File: src/rtl/elevator_scan_ctrl.sv
// elevator_scan_ctrl
//   SCAN-order elevator car controller for an N-floor shaft. Car calls and
//   up/down hall calls arrive through a valid/ready request port and are held
//   as per-floor call bits. The car keeps its direction while calls remain
//   ahead, then reverses. Travel, door dwell and door closing are timed by a
//   shared cycle counter. Door obstruction reopens or extends the dwell, and a
//   level-sensitive emergency input halts the car while keeping all calls.
//
// Ports
//   clk, reset         clock; asynchronous active-high reset
//   req_valid/ready    request handshake (ready low only in EMERGENCY)
//   req_floor/type     requested floor; 0 car, 1 hall up, 2 hall down, 3 illegal
//   emergency          level-sensitive stop
//   door_obstruct      door sensor blocked
//   current_floor      car position
//   dir_up             SCAN direction (1 up, 0 down)
//   moving, door_open  status decodes of the state
//   state_o            IDLE=0 MOVE=1 ARRIVE=2 DOOR_OPEN=3 DOOR_CLOSE=4 EMERGENCY=5
//   pending            per-floor OR of all call bits
//   arrive_pulse       high for the single ARRIVE cycle
//   req_err            one-cycle pulse after an illegal request is dropped
module elevator_scan_ctrl #(
    parameter int NUM_FLOORS        = 8,
    parameter int TRAVEL_CYCLES     = 100,
    parameter int DOOR_OPEN_CYCLES  = 100,
    parameter int DOOR_CLOSE_CYCLES = 20,
    localparam int FW = $clog2(NUM_FLOORS)
) (
    input  logic                  clk,
    input  logic                  reset,
    input  logic                  req_valid,
    output logic                  req_ready,
    input  logic [FW-1:0]         req_floor,
    input  logic [1:0]            req_type,
    input  logic                  emergency,
    input  logic                  door_obstruct,
    output logic [FW-1:0]         current_floor,
    output logic                  dir_up,
    output logic                  moving,
    output logic                  door_open,
    output logic [2:0]            state_o,
    output logic [NUM_FLOORS-1:0] pending,
    output logic                  arrive_pulse,
    output logic                  req_err
);
    localparam int MAX_AB  = (TRAVEL_CYCLES > DOOR_OPEN_CYCLES) ? TRAVEL_CYCLES : DOOR_OPEN_CYCLES;
    localparam int MAX_CYC = (MAX_AB > DOOR_CLOSE_CYCLES) ? MAX_AB : DOOR_CLOSE_CYCLES;
    localparam int CW      = $clog2(MAX_CYC) + 1;

    localparam logic [CW-1:0] TRAVEL_LAST = CW'(TRAVEL_CYCLES - 1);
    localparam logic [CW-1:0] OPEN_LAST   = CW'(DOOR_OPEN_CYCLES - 1);
    localparam logic [CW-1:0] CLOSE_LAST  = CW'(DOOR_CLOSE_CYCLES - 1);
    localparam logic [FW:0]   FLOOR_LIMIT = (FW + 1)'(NUM_FLOORS);
    localparam logic [NUM_FLOORS-1:0] BIT0 = {{(NUM_FLOORS - 1){1'b0}}, 1'b1};

    typedef enum logic [2:0] {
        S_IDLE       = 3'd0,
        S_MOVE       = 3'd1,
        S_ARRIVE     = 3'd2,
        S_DOOR_OPEN  = 3'd3,
        S_DOOR_CLOSE = 3'd4,
        S_EMERGENCY  = 3'd5
    } state_t;

    state_t                state_q, state_d;
    logic [FW-1:0]         floor_q, floor_d;
    logic                  dir_up_q, dir_up_d;
    logic [CW-1:0]         cnt_q, cnt_d;
    logic [NUM_FLOORS-1:0] car_q, car_d, up_q, up_d, dn_q, dn_d;
    logic                  req_err_q, req_err_d;

    logic [NUM_FLOORS-1:0] pend, req_onehot, here_onehot;
    logic                  above, below, ahead, behind, at_here, stop_here;
    logic                  accept, illegal, legal_acc, same_floor, discard;
    logic                  clr_car, clr_up, clr_dn;
    int unsigned           floor_idx;

    // Call bookkeeping and SCAN look-ahead
    always_comb begin
        pend        = car_q | up_q | dn_q;
        floor_idx   = 32'(floor_q);
        above       = 1'b0;
        below       = 1'b0;
        for (int unsigned i = 0; i < NUM_FLOORS; i++) begin
            if (i > floor_idx) above = above | pend[i];
            if (i < floor_idx) below = below | pend[i];
        end
        ahead       = dir_up_q ? above : below;
        behind      = dir_up_q ? below : above;
        at_here     = pend[floor_q];
        // A hall call against the travel direction only stops the car when it
        // is the last thing left in this direction.
        stop_here   = car_q[floor_q]
                    | (dir_up_q ? up_q[floor_q] : dn_q[floor_q])
                    | ((dir_up_q ? dn_q[floor_q] : up_q[floor_q]) & ~ahead);

        accept      = req_valid & req_ready;
        illegal     = ({1'b0, req_floor} >= FLOOR_LIMIT) | (req_type == 2'd3);
        legal_acc   = accept & ~illegal;
        same_floor  = legal_acc & (req_floor == floor_q);
        // Same-floor calls are already being served when the door is (about to
        // be) open; during an emergency they are kept since the door shuts.
        discard     = same_floor & ~emergency
                    & ((state_q == S_DOOR_OPEN) | (state_q == S_DOOR_CLOSE)
                       | ((state_q == S_ARRIVE) & stop_here));
        req_onehot  = BIT0 << req_floor;
        here_onehot = BIT0 << floor_q;
    end

    // Next-state, counter and call-bit update
    always_comb begin
        state_d   = state_q;
        floor_d   = floor_q;
        dir_up_d  = dir_up_q;
        cnt_d     = cnt_q;
        clr_car   = 1'b0;
        clr_up    = 1'b0;
        clr_dn    = 1'b0;
        req_err_d = accept & illegal;

        if (emergency) begin
            state_d = S_EMERGENCY;
            cnt_d   = '0;
        end else begin
            case (state_q)
                S_IDLE: begin
                    cnt_d = '0;
                    if (at_here) begin
                        state_d = S_DOOR_OPEN;
                        clr_car = 1'b1;
                        clr_up  = 1'b1;
                        clr_dn  = 1'b1;
                    end else if (ahead) begin
                        state_d = S_MOVE;
                    end else if (behind) begin
                        dir_up_d = ~dir_up_q;
                        state_d  = S_MOVE;
                    end
                end
                S_MOVE: begin
                    if (cnt_q == TRAVEL_LAST) begin
                        cnt_d   = '0;
                        floor_d = dir_up_q ? floor_q + FW'(1) : floor_q - FW'(1);
                        state_d = S_ARRIVE;
                    end else begin
                        cnt_d = cnt_q + CW'(1);
                    end
                end
                S_ARRIVE: begin
                    cnt_d = '0;
                    if (stop_here) begin
                        state_d = S_DOOR_OPEN;
                        clr_car = 1'b1;
                        clr_up  = dir_up_q | ~ahead;
                        clr_dn  = ~dir_up_q | ~ahead;
                    end else if (ahead) begin
                        state_d = S_MOVE;
                    end else begin
                        state_d = S_IDLE;
                    end
                end
                S_DOOR_OPEN: begin
                    if (door_obstruct) begin
                        cnt_d = '0;
                    end else if (cnt_q == OPEN_LAST) begin
                        cnt_d   = '0;
                        state_d = S_DOOR_CLOSE;
                    end else begin
                        cnt_d = cnt_q + CW'(1);
                    end
                end
                S_DOOR_CLOSE: begin
                    if (door_obstruct | same_floor) begin
                        cnt_d   = '0;
                        state_d = S_DOOR_OPEN;
                    end else if (cnt_q == CLOSE_LAST) begin
                        cnt_d   = '0;
                        state_d = S_IDLE;
                    end else begin
                        cnt_d = cnt_q + CW'(1);
                    end
                end
                default: begin
                    cnt_d   = '0;
                    state_d = S_IDLE;
                end
            endcase
        end

        // Clears are applied before sets so a simultaneous set wins.
        car_d = (car_q & ~(clr_car ? here_onehot : '0))
              | ((legal_acc & ~discard & (req_type == 2'd0)) ? req_onehot : '0);
        up_d  = (up_q & ~(clr_up ? here_onehot : '0))
              | ((legal_acc & ~discard & (req_type == 2'd1)) ? req_onehot : '0);
        dn_d  = (dn_q & ~(clr_dn ? here_onehot : '0))
              | ((legal_acc & ~discard & (req_type == 2'd2)) ? req_onehot : '0);
    end

    always_ff @(posedge clk or posedge reset) begin
        if (reset) begin
            state_q   <= S_IDLE;
            floor_q   <= '0;
            dir_up_q  <= 1'b1;
            cnt_q     <= '0;
            car_q     <= '0;
            up_q      <= '0;
            dn_q      <= '0;
            req_err_q <= 1'b0;
        end else begin
            state_q   <= state_d;
            floor_q   <= floor_d;
            dir_up_q  <= dir_up_d;
            cnt_q     <= cnt_d;
            car_q     <= car_d;
            up_q      <= up_d;
            dn_q      <= dn_d;
            req_err_q <= req_err_d;
        end
    end

    assign req_ready     = (state_q != S_EMERGENCY);
    assign current_floor = floor_q;
    assign dir_up        = dir_up_q;
    assign moving        = (state_q == S_MOVE);
    assign door_open     = (state_q == S_DOOR_OPEN) | (state_q == S_DOOR_CLOSE);
    assign state_o       = state_q;
    assign pending       = pend;
    assign arrive_pulse  = (state_q == S_ARRIVE);
    assign req_err       = req_err_q;

endmodule

File: config.mk
export PLATFORM = sky130hd
export DESIGN_NAME = elevator_scan_ctrl
export DESIGN_NICKNAME = d
export VERILOG_FILES = /design/src/rtl/elevator_scan_ctrl.sv
export SDC_FILE = /design/constraint.sdc
export NUM_CORES = 1
export LEC_CHECK = 0
export CAP_MARGIN = 5
export CORE_AREA = 2 2 79 81
export CTS_BUF_LIST = sky130_fd_sc_hd__clkbuf_4 sky130_fd_sc_hd__clkbuf_8 sky130_fd_sc_hd__clkbuf_16
export CTS_CLUSTER_SIZE = 8
export DETAILED_ROUTE_END_ITERATION = 12
export DIE_AREA = 0 0 81 83
export PLACE_DENSITY = 0.72
export SLEW_MARGIN = 40
export SYNTH_ARGS = -nofsm -noshare
export SYNTH_HDL_FRONTEND = slang
export SYNTH_SLANG_ARGS = --single-unit
File: constraint.sdc
create_clock -name clk -period 2.7 [get_ports clk]
set_clock_uncertainty 0.1 [all_clocks]
set_input_delay 0.54 -clock clk [delete_from_list [all_inputs] [get_ports clk]]
set_output_delay 0.54 -clock clk [all_outputs]
set_load 0.1 [all_outputs]
; ---- Word level (Yosys, flattened, before mapping)
; Index checks and enable logic that the tools add are counted.
[word_totals]
regBits = 40
in_bits = 10
output_inout_bits = 20
elab_cells = 158
[op_classes]
add_sub_neg = 3
order_cmp = 15
eq_ne = 16
shift = 2
muxes = 61
bitwise_logic = 48
n_reduce_logical = 5
[op_table]
columns = cell, n
row1 = two-way mux 8 bit, 11
row2 = OR 8 bit, 5
row3 = two-way mux 1 bit, 30
row4 = two-way mux 3 bit, 10
row5 = bitwise AND 8 bit, 3
row6 = NOT 8 bit, 3
row7 = one-hot mux 8 bit (3 select lines), 1
row8 = OR 1 bit, 19
row9 = "left shift 1 x 3 -> 8 bit, first input constant", 2
row10 = one-hot mux 3 bit (5 select lines), 1
row11 = bitwise AND 1 bit, 12
row12 = binary-select mux 1 bit (select 3 bit), 4
row13 = "> comparator 3 bit, first input constant", 4
row14 = AND reduction 5 bit, 2
row15 = "< comparator 3 bit, first input constant", 3
row16 = "inequality test 3 bit, second input constant", 3
row17 = "adder 8 x 1 -> 8 bit, second input constant", 1
row18 = "== test 8 x 5 -> 1 bit, second input constant", 1
row19 = "== test 8 x 7 -> 1 bit, second input constant", 1
row20 = "== test 3 x 2 -> 1 bit, second input constant", 2
row21 = "> comparator 2 x 3 -> 1 bit, first input constant", 2
row22 = "< comparator 1 x 3 -> 1 bit, first input constant", 2
row23 = "< comparator 2 x 3 -> 1 bit, first input constant", 2
row24 = NOT 1 bit, 6
row25 = other kinds (17), 20

; ---- Longest topological paths before layout
; Gate-level depths: netlist (run 1).
[depth]
depth_word = 27
depth_mapped = 12
depth_no_buf = 9

; ---- Least setup slack after synthesis (run 1)
; OpenSTA, ideal clock, no wires.
[synth_timing]
path_kind = flip-flop to output port
startpoint = register state_q[0], in the netlist state_o[0]
endpoint = output port moving
arrival_ns = 3.518
setup_slack_ns = -1.458
path_stages_with_launch = 3
path_buffers = 1
cell_sequence = dfrtp_1 > clkbuf_1 > nor3b_1
[synth_via]
elab_chain_len = 1
[synth_rtl]
columns = element, line
row1 = start: declaration, 65  ; state_t state_q, state_d;
row2 = start signal: assignment, 210  ; state_q <= state_d;
row3 = == test 3 x 1 -> 1 bit, 224  ; assign moving = (state_q == S_MOVE);
row4 = end: declaration, 39  ; output logic moving,
; No other way between the ends.

; ---- Worst setup path in the final report (run 1)
[layout_timing]
startpoint = register floor_q[2], in the netlist current_floor[2]
endpoint = register car_q[1]
[layout_via]
elab_chain_len = 26
[layout_rtl]
columns = element, line
row1 = start: declaration, 66  ; logic [FW-1:0] floor_q, floor_d;
row2 = start signal: assignment, 211  ; floor_q <= floor_d;
row3 = < comparator 1 x 3 -> 1 bit or > comparator 1 x 3 -> 1 bit (tied branches), "86, 85"
row4 = "two-way mux 1 bit, on equally long branches", "86, 85"
row5 = "OR 1 bit, on equally long branches", "86, 85"
row6 = "two-way mux 1 bit, on equally long branches", "86, 85"
row7 = "OR 1 bit, on equally long branches", "86, 85"
row8 = "two-way mux 1 bit, on equally long branches", "86, 85"
row9 = "OR 1 bit, on equally long branches", "86, 85"
row10 = "two-way mux 1 bit, on equally long branches", "86, 85"
row11 = [... 10 more ...], --
row12 = bitwise AND 1 bit, 105  ; | ((state_q == S_ARRIVE) & stop_here));
row13 = OR 1 bit, 105
row14 = bitwise AND 1 bit, 104  ; & ((state_q == S_DOOR_OPEN) | (state_q == S_DOOR_CLOSE)
row15 = NOT 1 bit, 192  ; | ((legal_acc & ~discard & (req_type == 2'd0)) ? req_onehot : '0);
row16 = bitwise AND 1 bit (2 in a row), 192
row17 = two-way mux 8 bit, 192
row18 = OR 8 bit (*), 192
row19 = via car_d[1], 69  ; logic [NUM_FLOORS-1:0] car_q, car_d, up_q, up_d, dn_q, dn_d;
row20 = end signal: assignment, 214  ; car_q <= car_d;
row21 = end: declaration, 69
; The timed path passes the listed nets; every way through them passes the cells marked *. The select of a mux whose other input is x is not followed.
; A chain may end at the register's enable or synchronous reset.

==> results of run 1 <==
routing by layer:
| metal | vias up | routed length [um] |
|---|---|---|
| met2 | 210 | 4629 |
| met4 | 0 | 386 |
| li1 | 1386 | - |
| met3 | 46 | 961 |
| met5 | - | 0 |
| met1 | 1466 | 3881 |
synth_stat cells (all sizes together), types with 3 or more instances:
library cell,n,area [sq um]
a2111oi,3,26.28
a211oi,5,47.54
a21oi,10,50.05
and2,3,18.77
buf,13,80.07
clkbuf,9,33.78
dfrtp,39,975.9
ha,8,100.1
inv,18,67.56
mux2i,5,50.05
mux4,4,90.09
nand2,24,90.09
nand2b,3,18.77
nand3,6,30.03
nand3b,8,60.06
nor2,24,90.09
nor3,15,90.09
nor4,7,43.79
o211ai,3,22.52
o21ai,27,135.1
o21bai,8,60.06
o2bb2ai,8,70.07
o31ai,3,22.52
o41ai,16,230.2
or3b,8,70.07
xnor2,5,43.79
xor2,6,52.55
worst reg2reg max path: stages (launching register included):
cell and delay, ps:
dfrtp_4 500, buf_12 150, mux4_2 440, mux2i_2 200
o21ai_2 110, a31oi_4 190, nor2_4 80, o311a_4 410
buf_4 150, o41ai_2 280
state kept, by name, indices dropped and copies added, names as in the netlist:
| register | count |
|---|---|
| state_o | 3 |
| current_floor | 3 |
| car_q | 8 |
| dn_q | 8 |
| req_err | 1 |
| dir_up | 1 |
| up_q | 8 |
| cnt_q | 8 |
cell families (layout without fill, tap and decap cells):
logic type	after synthesis	count (layout)	share of synthesized area [%]
buf+inv	40	128	6.133
compound gates	97	98	27.07
fa+ha+maj	8	8	3.384
xor+xnor	11	11	3.257
mux	9	9	4.738
flops	40	40	33.88
simple gates	115	115	21.53
timing repair:
| item | CTS | global route |
|---|---|---|
| gates cloned | 0 | 1 |
| setup endpoints to repair | 21 | 25 |
| buffers inserted | 3 | 16 |
| gates resized for setup | 5 | 46 |
| hold buffers | 0 | 0 |
| pin swaps | 1 | 13 |
metrics by stage:
stage | area [sq um] | setup WS [ps]
floorplan | 3119 | -178.7
global placement | 3741 | -85.13
detailed placement | 3741 | -129.3
CTS | 3870 | 2.149
global route | 4178 | -76.38
finish | 4178 | -2.975
report_power, final:
| group | switching (mW) | internal, mW |
|---|---|---|
| registers | 0.213 | 0.743 |
| clock network | 0.227 | 0.175 |
| logic | 1.08 | 0.609 |
final timing paths:
path / to / depth (start not counted)
max in group asynchronous: current_floor[0] / 3
setup reg to reg: car_q[1] / 9
hold / removal: cnt_q[0] / 1
hold reg to reg: cnt_q[0] / 1
min in group asynchronous: req_err / 3
setup / recovery: car_q[1] / 9
final cells by class:
cell class	instances	area [sq um]	area share [%]
clock buffer	5	68.82	1.647
clock inverter	2	12.51	0.2995
inverter	18	70.07	1.677
multi-input combinational	241	2047	49.00
sequential	40	1025	24.53
tap	75	93.84	2.246
timing repair buffer	103	860.8	20.60
==> summary.txt, run 1 <==
Die X: 81 um
Reg clk slew, reported paths: 80 ps
Synth Register Bits: 40
Final Wtd Congestion: 0.9296
PnR Total Power: 3.048 mW
CP endpoint kind: flop
TritonCTS clock tree: yes
H-tree levels: 2
Post-route setup slack: -2.975 ps
Pwr Density: 729.5 nW/um^2
Crit path kind: reg -> reg
Hold path start: cnt_q[0]
Routed WL: 9859 um
Via density: 6.421
Most frequent cells in the layout: buf_4, dfrtp_1, nor2_1, nand2_1, inv_1
Grt met3 use: 4.130%
Die footprint: 6723 sq um
Die height: 83 um
Post-Synthesis Cells: 320
Post-synth ARST share: 100.0%
Core area: 5816 sq um
Worst EP arrival: 2800 ps
Max incr delay on CP: 500 ps
Area grow syn2layout: 41.24%
FF-to-FF Start: current_floor[2]
Setup TNS: -2.975 ps
Non-Filler Instances: 484
Initial antenna violation count: 0
Post-synth EDFFs: 0
Post-synth cell types: 57
Final hold slack: 392.0 ps
Drt pass-1 iters: 5
Ratio of cells with drive above 1 in the final layout: 44.99%
Antenna diodes: 0
Grt ovf: 0
Worst path cell trace: buf_12 > mux4_2 > mux2i_2 > o21ai_2 > a31oi_4 > nor2_4 > o311a_4 > buf_4 > o41ai_2
DRC viols: 0
Setup-failing EPs final: 1
ANT nets after route: 0
Maximum vdd drop: 509.9 uV
Slew headroom: 59.90%
Final hold vios: 0
Final min period: 2703 ps
DR vias: 3108
Maximum buffer depth of the clock tree: 2
Clk sink count: 40
Commonest non-fill, non-tap cell in the layout: buf_4
Syn Std Cell Area: 2958 sq um
CTS root buf: clkbuf_8
Drt wl/cell: 20.37 um
Largest net degree at the start of global routing: 41
Busiest grt layer: met2
Num CTS Buffers: 5
GRT Util Overall: 27.92%
FILL cells: 443
CP delay by family, top: compound AO/OA/AOI/OAI gates
Cell leakage power: 1.731 nW
Met2 Usage GRT: 43.20%
Period utilization: 100.1%
Worst hold path type: reg -> reg
Measured slew at the worst slew-check pin: 600.1 ps
Worst skew pair latency: 300 ps
DP Wirelength: 6664 um
Req. time, crit path: 2790 ps
Critical Path Start Type: flop
Vias in the first global route: 2832
Worst Setup SP: current_floor[2]
Synth Net Count: 338
Fin nets: 427
Cell Rows: 28
Max-Cap Viols: 0
Finished Core Util: 71.84%
Sequential area share after synthesis: 33.88%
Ys flop type: dfrtp_1
Failing checks: negative setup slack
R2r setup slk: -3 ps
Starting Density: 50.86%
Max Slew Vio Count: 0
Slowest CP cell: dfrtp_4
Yosys Warn Count: 0
Crit-path max FO: 6
Grt met1 use: 39.37%
DRT iter0 DRCs: 314
First-pass GRT wire length: 14410 um
Placed cells: 457
Buf+Inv Stages, Crit Path: 2
Count of input and output buffers: 29
F_max: 370.0 MHz
RSZ-0062 raised after global routing: yes
IO Pins: 30
Outcome: complete, but fails checks
Synth Area per Inst: 9.243 sq um
Power figures use the tool's default switching activity.
==> inputs of run 2 (changes only) <==
--- a/config.mk
+++ b/config.mk
@@ -6,11 +6,11 @@
 export NUM_CORES = 1
 export LEC_CHECK = 0
 export CAP_MARGIN = 5
-export CORE_AREA = 2 2 79 81
+export CORE_AREA = 2 2 77 79
 export CTS_BUF_LIST = sky130_fd_sc_hd__clkbuf_4 sky130_fd_sc_hd__clkbuf_8 sky130_fd_sc_hd__clkbuf_16
 export CTS_CLUSTER_SIZE = 8
 export DETAILED_ROUTE_END_ITERATION = 12
-export DIE_AREA = 0 0 81 83
+export DIE_AREA = 0 0 79 81
 export PLACE_DENSITY = 0.72
 export SLEW_MARGIN = 40
 export SYNTH_ARGS = -nofsm -noshare
==> constraint.sdc (replaced) <==
create_clock -name clk -period 2.52 [get_ports clk]
set_clock_uncertainty 0.1 [all_clocks]
set_input_delay 0.504 -clock clk [delete_from_list [all_inputs] [get_ports clk]]
set_output_delay 0.504 -clock clk [all_outputs]
set_load 0.1 [all_outputs]
==> run 2 against run 1 <==
  * The flow still finishes with violations (negative setup slack)
  * Sequential cell count is the same
  * Maximum frequency fell by 2.0%
  * Utilization increased by 8.6 points
  * Sequential power increased by 6%
  * Register-to-register slack worse by 230 ps
  * Cell area is 9.3% higher
  * Power grew 17%
  * Combinational power increased by 24%
  * Critical path depth rose by 1
  * First-iteration DRC count decreased by 7.3%
  * Setup slack worse by 230 ps
  * Die area fell by 4.8%
  * Largest power group unchanged
==> summary.txt, run 2 (synthesized netlist as in run 1, its figures left out) <==
Met1 wire length: 4316 um (+11%)
Num CTS Buffers: 5 (unchanged)
Slew headroom: 51.58% (-8.3 points)
IO Pins: 30 (unchanged)
Die height: 81 um (-2.4%)
Area of the multi-input gates: 2117 sq um (+3.4%)
Fin nets: 466 (+9.1%)
Worst hold path type: reg -> reg
Register area: 1027 sq um (+0.24%)
Vias in the first global route: 3212 (+13%)
Clk sink count: 40 (unchanged)
Maximum vdd drop: 591.3 uV (+16%)
Die footprint: 6399 sq um (-4.8%)
Count of input and output buffers: 29 (unchanged)
Place WS: -269.2 ps (-140.0 ps)
Area grow syn2layout: 54.40%
Max-Cap Viols: 0 (unchanged)
Crit path kind: reg -> reg
Worst EP arrival: 2890 ps (+90 ps)
Final hold vios: 0 (unchanged)
CP endpoint kind: flop
Die X: 79 um (-2.5%)
Failing checks: negative setup slack
TritonCTS clock tree: yes
Initial antenna violation count: 0 (unchanged)
FILL cells: 348 (-21%)
Cell Rows: 28 (unchanged)
Setup-failing EPs final: 27 (+26)
Drt wl/cell: 21.75 um (+6.8%)
Antenna diodes: 0 (unchanged)
Metal2 WL: 5349 um (+16%)
Final Wtd Congestion: 0.9119 (-1.9%)
Reg clk slew, reported paths: 90 ps (about the same)
Worst skew pair latency: 300 ps (about the same)
Measured slew at the worst slew-check pin: 725.5 ps (+125.4 ps)
First-pass GRT wire length: 16770 um (+16%)
Commonest non-fill, non-tap cell in the layout: buf_4
DP Wirelength: 7189 um (+7.9%)
Finished Core Util: 80.47% (+8.6 points)
Dpl cell area: 4036 sq um (+7.9%)
H-tree levels: 2 (unchanged)
Critical Path Start Type: flop
Final min period: 2757 ps (+54.23 ps)
Req. time, crit path: 2650 ps (-140 ps)
Hold_buf cts: 0 (unchanged)
Cell leakage power: 1.937 nW (+12%)
Routed WL: 11400 um (+16%)
Max Slew Vio Count: 0 (unchanged)
Grt ovf: 0 (unchanged)
Largest net degree at the start of global routing: 18 (-56%)
Design Area, Final: 4567 sq um (+9.3%)
Period utilization: 109.4% (+9.3 points)
Non-Filler Instances: 524 (+8.3%)
Post-route setup slack: -237.2 ps (-234.2 ps)
Drt pass-1 iters: 5 (unchanged)
RSZ-0062 raised after global routing: yes
DR vias: 3437 (+11%)
Via density: 6.559 (+2.1%)
GRT Util Overall: 34.26% (+6.3 points)
Setup TNS: -4220 ps (-4217 ps)
CTS root buf: clkbuf_8
Core area: 5675 sq um (-2.4%)
Outcome: complete, but fails checks
Final hold slack: 444.8 ps (+52.84 ps)
PnR Total Power: 3.575 mW (+17%)
DRT iter0 DRCs: 291 (-7.3%)
DRC viols: 0 (unchanged)
ANT nets after route: 0 (unchanged)
Ratio of cells with drive above 1 in the final layout: 51.22% (+6.2 points)
Highest metal used: met4
Most frequent cells in the layout: buf_4, dfrtp_1, nand2_1
F_max: 362.7 MHz (-2.0%)
DR WL met3: 1213 um (+26%)
Starting Density: 52.12% (+1.3 points)
Pwr Density: 782.9 nW/um^2 (+7.3%)
Placed cells: 494 (+8.1%)
Crit-path max FO: 5 (-1)
Maximum buffer depth of the clock tree: 2 (unchanged)
==> run 2: cell types whose count changed in the layout (fill, tap and decap cells not counted), moves of 3 or more <==
cell     before  now
o21ai_2      11    8
buf_4        86  121
buf_6         2    6
o21ai_1       7   10
==> run 2: worst paths after layout <==
kind	from	to	slack (ps)	depth (start not counted)
hold reg to reg	cnt_q[0]	cnt_q[0]	440	2
setup / recovery	dn_q[1]	state_o[1]	-240	10
hold / removal	cnt_q[0]	cnt_q[0]	440	2
setup reg to reg	dn_q[1]	state_o[1]	-240	10
max in group asynchronous	reset	up_q[3]	1250	3
min in group asynchronous	reset	cnt_q[1]	510	2
==> run 2: layout make-up <==
cell class | instances | share of cell area (%)
multi-input cells | 242 | 46.36
repair buffers | 141 | 25.53
flip-flops and latches | 40 | 22.49
well taps | 75 | 2.055
clock buffers | 6 | 1.671
inverters | 18 | 1.534
clock inverters | 2 | 0.3562
==> run 2: report_power, final <==
group	internal, mW	switching (mW)
Sequential	0.798	0.214
Combinational	0.819	1.27
Clock	0.208	0.262
Total	1.82	1.75
==> run 2: worst max-delay path, stage by stage (launching register included) <==
cell and delay (ps):
dfrtp_1 510, nor3_2 100, buf_4 140, buf_4 120
o211ai_1 150, o211ai_1 270, buf_4 250, and4_1 190
a211o_1 340, or3_1 350, o21ai_1 160
==> run 2: metal layers <==
layer,up-vias,global-route usage [%]
li1,1466,-
met1,1666,45.31
met2,244,56.78
met5,-,0
met3,61,7.667
met4,0,10.00
==> run 2: timing repair <==
| action | in CTS | in global routing |
|---|---|---|
| setup endpoints to repair | 28 | 26 |
| gates cloned | 2 | 0 |
| pin swaps | 14 | 14 |
| buffers inserted | 12 | 8 |
| resized for setup | 37 | 21 |
==> inputs of run 3 (changes only) <==
--- a/config.mk
+++ b/config.mk
@@ -5,9 +5,11 @@
 export SDC_FILE = /design/constraint.sdc
 export NUM_CORES = 1
 export LEC_CHECK = 0
+export ABC_CLOCK_PERIOD_IN_PS = 2600
 export CAP_MARGIN = 5
 export CORE_AREA = 2 2 77 79
 export CTS_BUF_LIST = sky130_fd_sc_hd__clkbuf_4 sky130_fd_sc_hd__clkbuf_8 sky130_fd_sc_hd__clkbuf_16
+export CTS_CLUSTER_DIAMETER = 60
 export CTS_CLUSTER_SIZE = 8
 export DETAILED_ROUTE_END_ITERATION = 12
 export DIE_AREA = 0 0 79 81
==> constraint.sdc (replaced) <==
create_clock -name clk -period 2.6 [get_ports clk]
set_clock_uncertainty 0.1 [all_clocks]
set_input_delay 0.52 -clock clk [delete_from_list [all_inputs] [get_ports clk]]
set_output_delay 0.52 -clock clk [all_outputs]
set_load 0.1 [all_outputs]
==> run 3 against run 2 <==
  * The run still ends with negative setup slack left
  * Power down 0.95%
  * Global-route usage is 1.2 points lower
  * Highest routed layer unchanged
  * Die area stayed put
==> summary.txt, run 3 (synthesized netlist as in run 1, its figures left out) <==
Req. time, crit path: 2710 ps (+60 ps)
Hold path start: cnt_q[0]
Largest net degree at the start of global routing: 41 (+23)
IO Pins: 30 (unchanged)
Hold depth: 2 (unchanged)
DR vias: 3272 (-4.8%)
Cell Rows: 28 (unchanged)
Vias in the first global route: 3146 (-2.1%)
Final Wtd Congestion: 0.9385 (+2.9%)
F_max: 358.1 MHz (-1.3%)
Slowest CP cell: mux4_2
Place WS: -126.4 ps (+142.9 ps)
FF-to-FF Start: current_floor[0]
Final hold vios: 0 (unchanged)
Via density: 6.353 (-3.1%)
Final min period: 2792 ps (+35.00 ps)
Antenna diodes: 0 (unchanged)
Reg clk slew, reported paths: 90 ps (about the same)
Measured slew at the worst slew-check pin: 534.6 ps (-190.9 ps)
Post-route setup slack: -192.2 ps (+45.00 ps)
Die X: 79 um (unchanged)
R2R depth: 9 (-1)
Ratio of cells with drive above 1 in the final layout: 52.73% (+1.5 points)
R2r setup slk: -190 ps (+40 ps)
Pwr Density: 763.7 nW/um^2 (-2.4%)
H-tree levels: 2 (unchanged)
Drt wl/cell: 21.08 um (-3.1%)
Fin nets: 457 (-1.9%)
Failing checks: negative setup slack
Outcome: complete, but fails checks
PnR Total Power: 3.541 mW (-0.95%)
Routed WL: 10860 um (-4.7%)
Worst EP arrival: 2900 ps (about the same)
Critical Path Start Type: flop
Commonest non-fill, non-tap cell in the layout: buf_4
Max Slew Vio Count: 0 (unchanged)
Hold path endpoint: cnt_q[0]
First-pass GRT wire length: 15910 um (-5.1%)
Maximum vdd drop: 486.6 uV (-18%)
Die height: 81 um (unchanged)
Area grow syn2layout: 56.77%
Clk sink count: 40 (unchanged)
Drt pass-1 iters: 5 (unchanged)
Die footprint: 6399 sq um (unchanged)
Worst skew pair latency: 310 ps (about the same)
Period utilization: 107.4% (-2.0 points)
Num CTS Buffers: 5 (unchanged)
Finished Core Util: 81.70% (+1.2 points)
Worst path cell trace: buf_6 > mux4_2 > mux2i_1 > o21ai_1 > a31oi_2 > nor2_4 > o311a_4 > buf_6 > o41ai_2
DP Wirelength: 6960 um (-3.2%)
Worst r2r dst: dn_q[3]
Initial antenna violation count: 0 (unchanged)
CP endpoint kind: flop
GRT Util Overall: 33.06% (-1.2 points)
Most frequent cells in the layout: buf_4, dfrtp_1, nand2_1
Core area: 5675 sq um (unchanged)
DRC viols: 0 (unchanged)
Slew headroom: 64.36% (+13 points)
Grt ovf: 0 (unchanged)
Starting Density: 52.12% (unchanged)
ANT nets after route: 0 (unchanged)
Crit path kind: reg -> reg
CTS root buf: clkbuf_8
Setup-failing EPs final: 26 (-3.7%)
Worst hold path type: reg -> reg
Max incr delay on CP: 510 ps (about the same)
Max-Cap Viols: 0 (unchanged)
TritonCTS clock tree: yes
Cell leakage power: 1.913 nW (-1.2%)
DRT iter0 DRCs: 284 (-2.4%)
Maximum buffer depth of the clock tree: 2 (unchanged)
RSZ-0062 raised after global routing: yes
Crit-path max FO: 6 (+1)
Most frequent CP cell: buf_6
Count of input and output buffers: 29 (unchanged)
[run 3: worst max path at each step]
stage,start,end,slack (ps),cells past startpoint
6_report,current_floor[0],dn_q[3],-190,9
5_1_grt,current_floor[0],dn_q[3],-260,10
4_1_cts,current_floor[0],dn_q[3],-80,9
3_5_place_dp,current_floor[1],dn_q[1],-130,8
3_3_place_gp,current_floor[1],dn_q[1],-100,8
2_1_floorplan,state_o[1],state_o[0],-280,6
[run 3: layer usage]
| layer | vias up | GRT usage (%) | routed length [um] |
|---|---|---|---|
| li1 | 1457 | - | - |
| met1 | 1558 | 40.82 | 4234 |
| met2 | 197 | 55.00 | 5187 |
| met3 | 60 | 8.000 | 897 |
| met4 | 0 | 15.17 | 538 |
| met5 | - | 0 | 0 |
[run 3: layout make-up]
class	count	area, sq um
well taps	75	93.84
clock buffers	5	68.82
inverters	18	73.82
clock inverters	3	42.54
fillers	334	1039
repair buffers	131	1105
multi-input cells	243	2227
flip-flops and latches	40	1026
[run 3: timing repair]
item / CTS / global route
hold buffers: 0 / 0
buffers inserted: 12 / 9
gates cloned: 2 / 1
pin swaps: 18 / 19
endpoints found under the setup margin: 24 / 27
gates resized for setup: 41 / 47
[run 3: report_power, final]
part | total (mW) | switching (mW) | internal (mW) | leakage (nW)
clock network | 0.529 | 0.245 | 0.284 | 0.0541
logic | 2.03 | 1.23 | 0.801 | 1.37
registers | 0.983 | 0.210 | 0.772 | 0.492
[run 3: metrics by stage]
step / hold WS [ps] / std cells / setup TNS [ps] / instance area, sq um
floorplan: 354.9 / 320 / -6030 / 3128
global placement: 423.6 / 484 / -1064 / 3956
detailed placement: 428.7 / 484 / -1640 / 3956
CTS: 443.5 / 506 / -630.5 / 4337
global route: 465.6 / 515 / -5100 / 4637
finish: 440.1 / 515 / -3591 / 4637
[run 3: critical path: cells and delay by family (launching register included)]
family,cells,cell delay [ps]
AOI/OAI and AO/OA,4,960
and+or+nand+nor,1,110
DFF,1,470
buffers and inverters,2,290
muxes,2,750
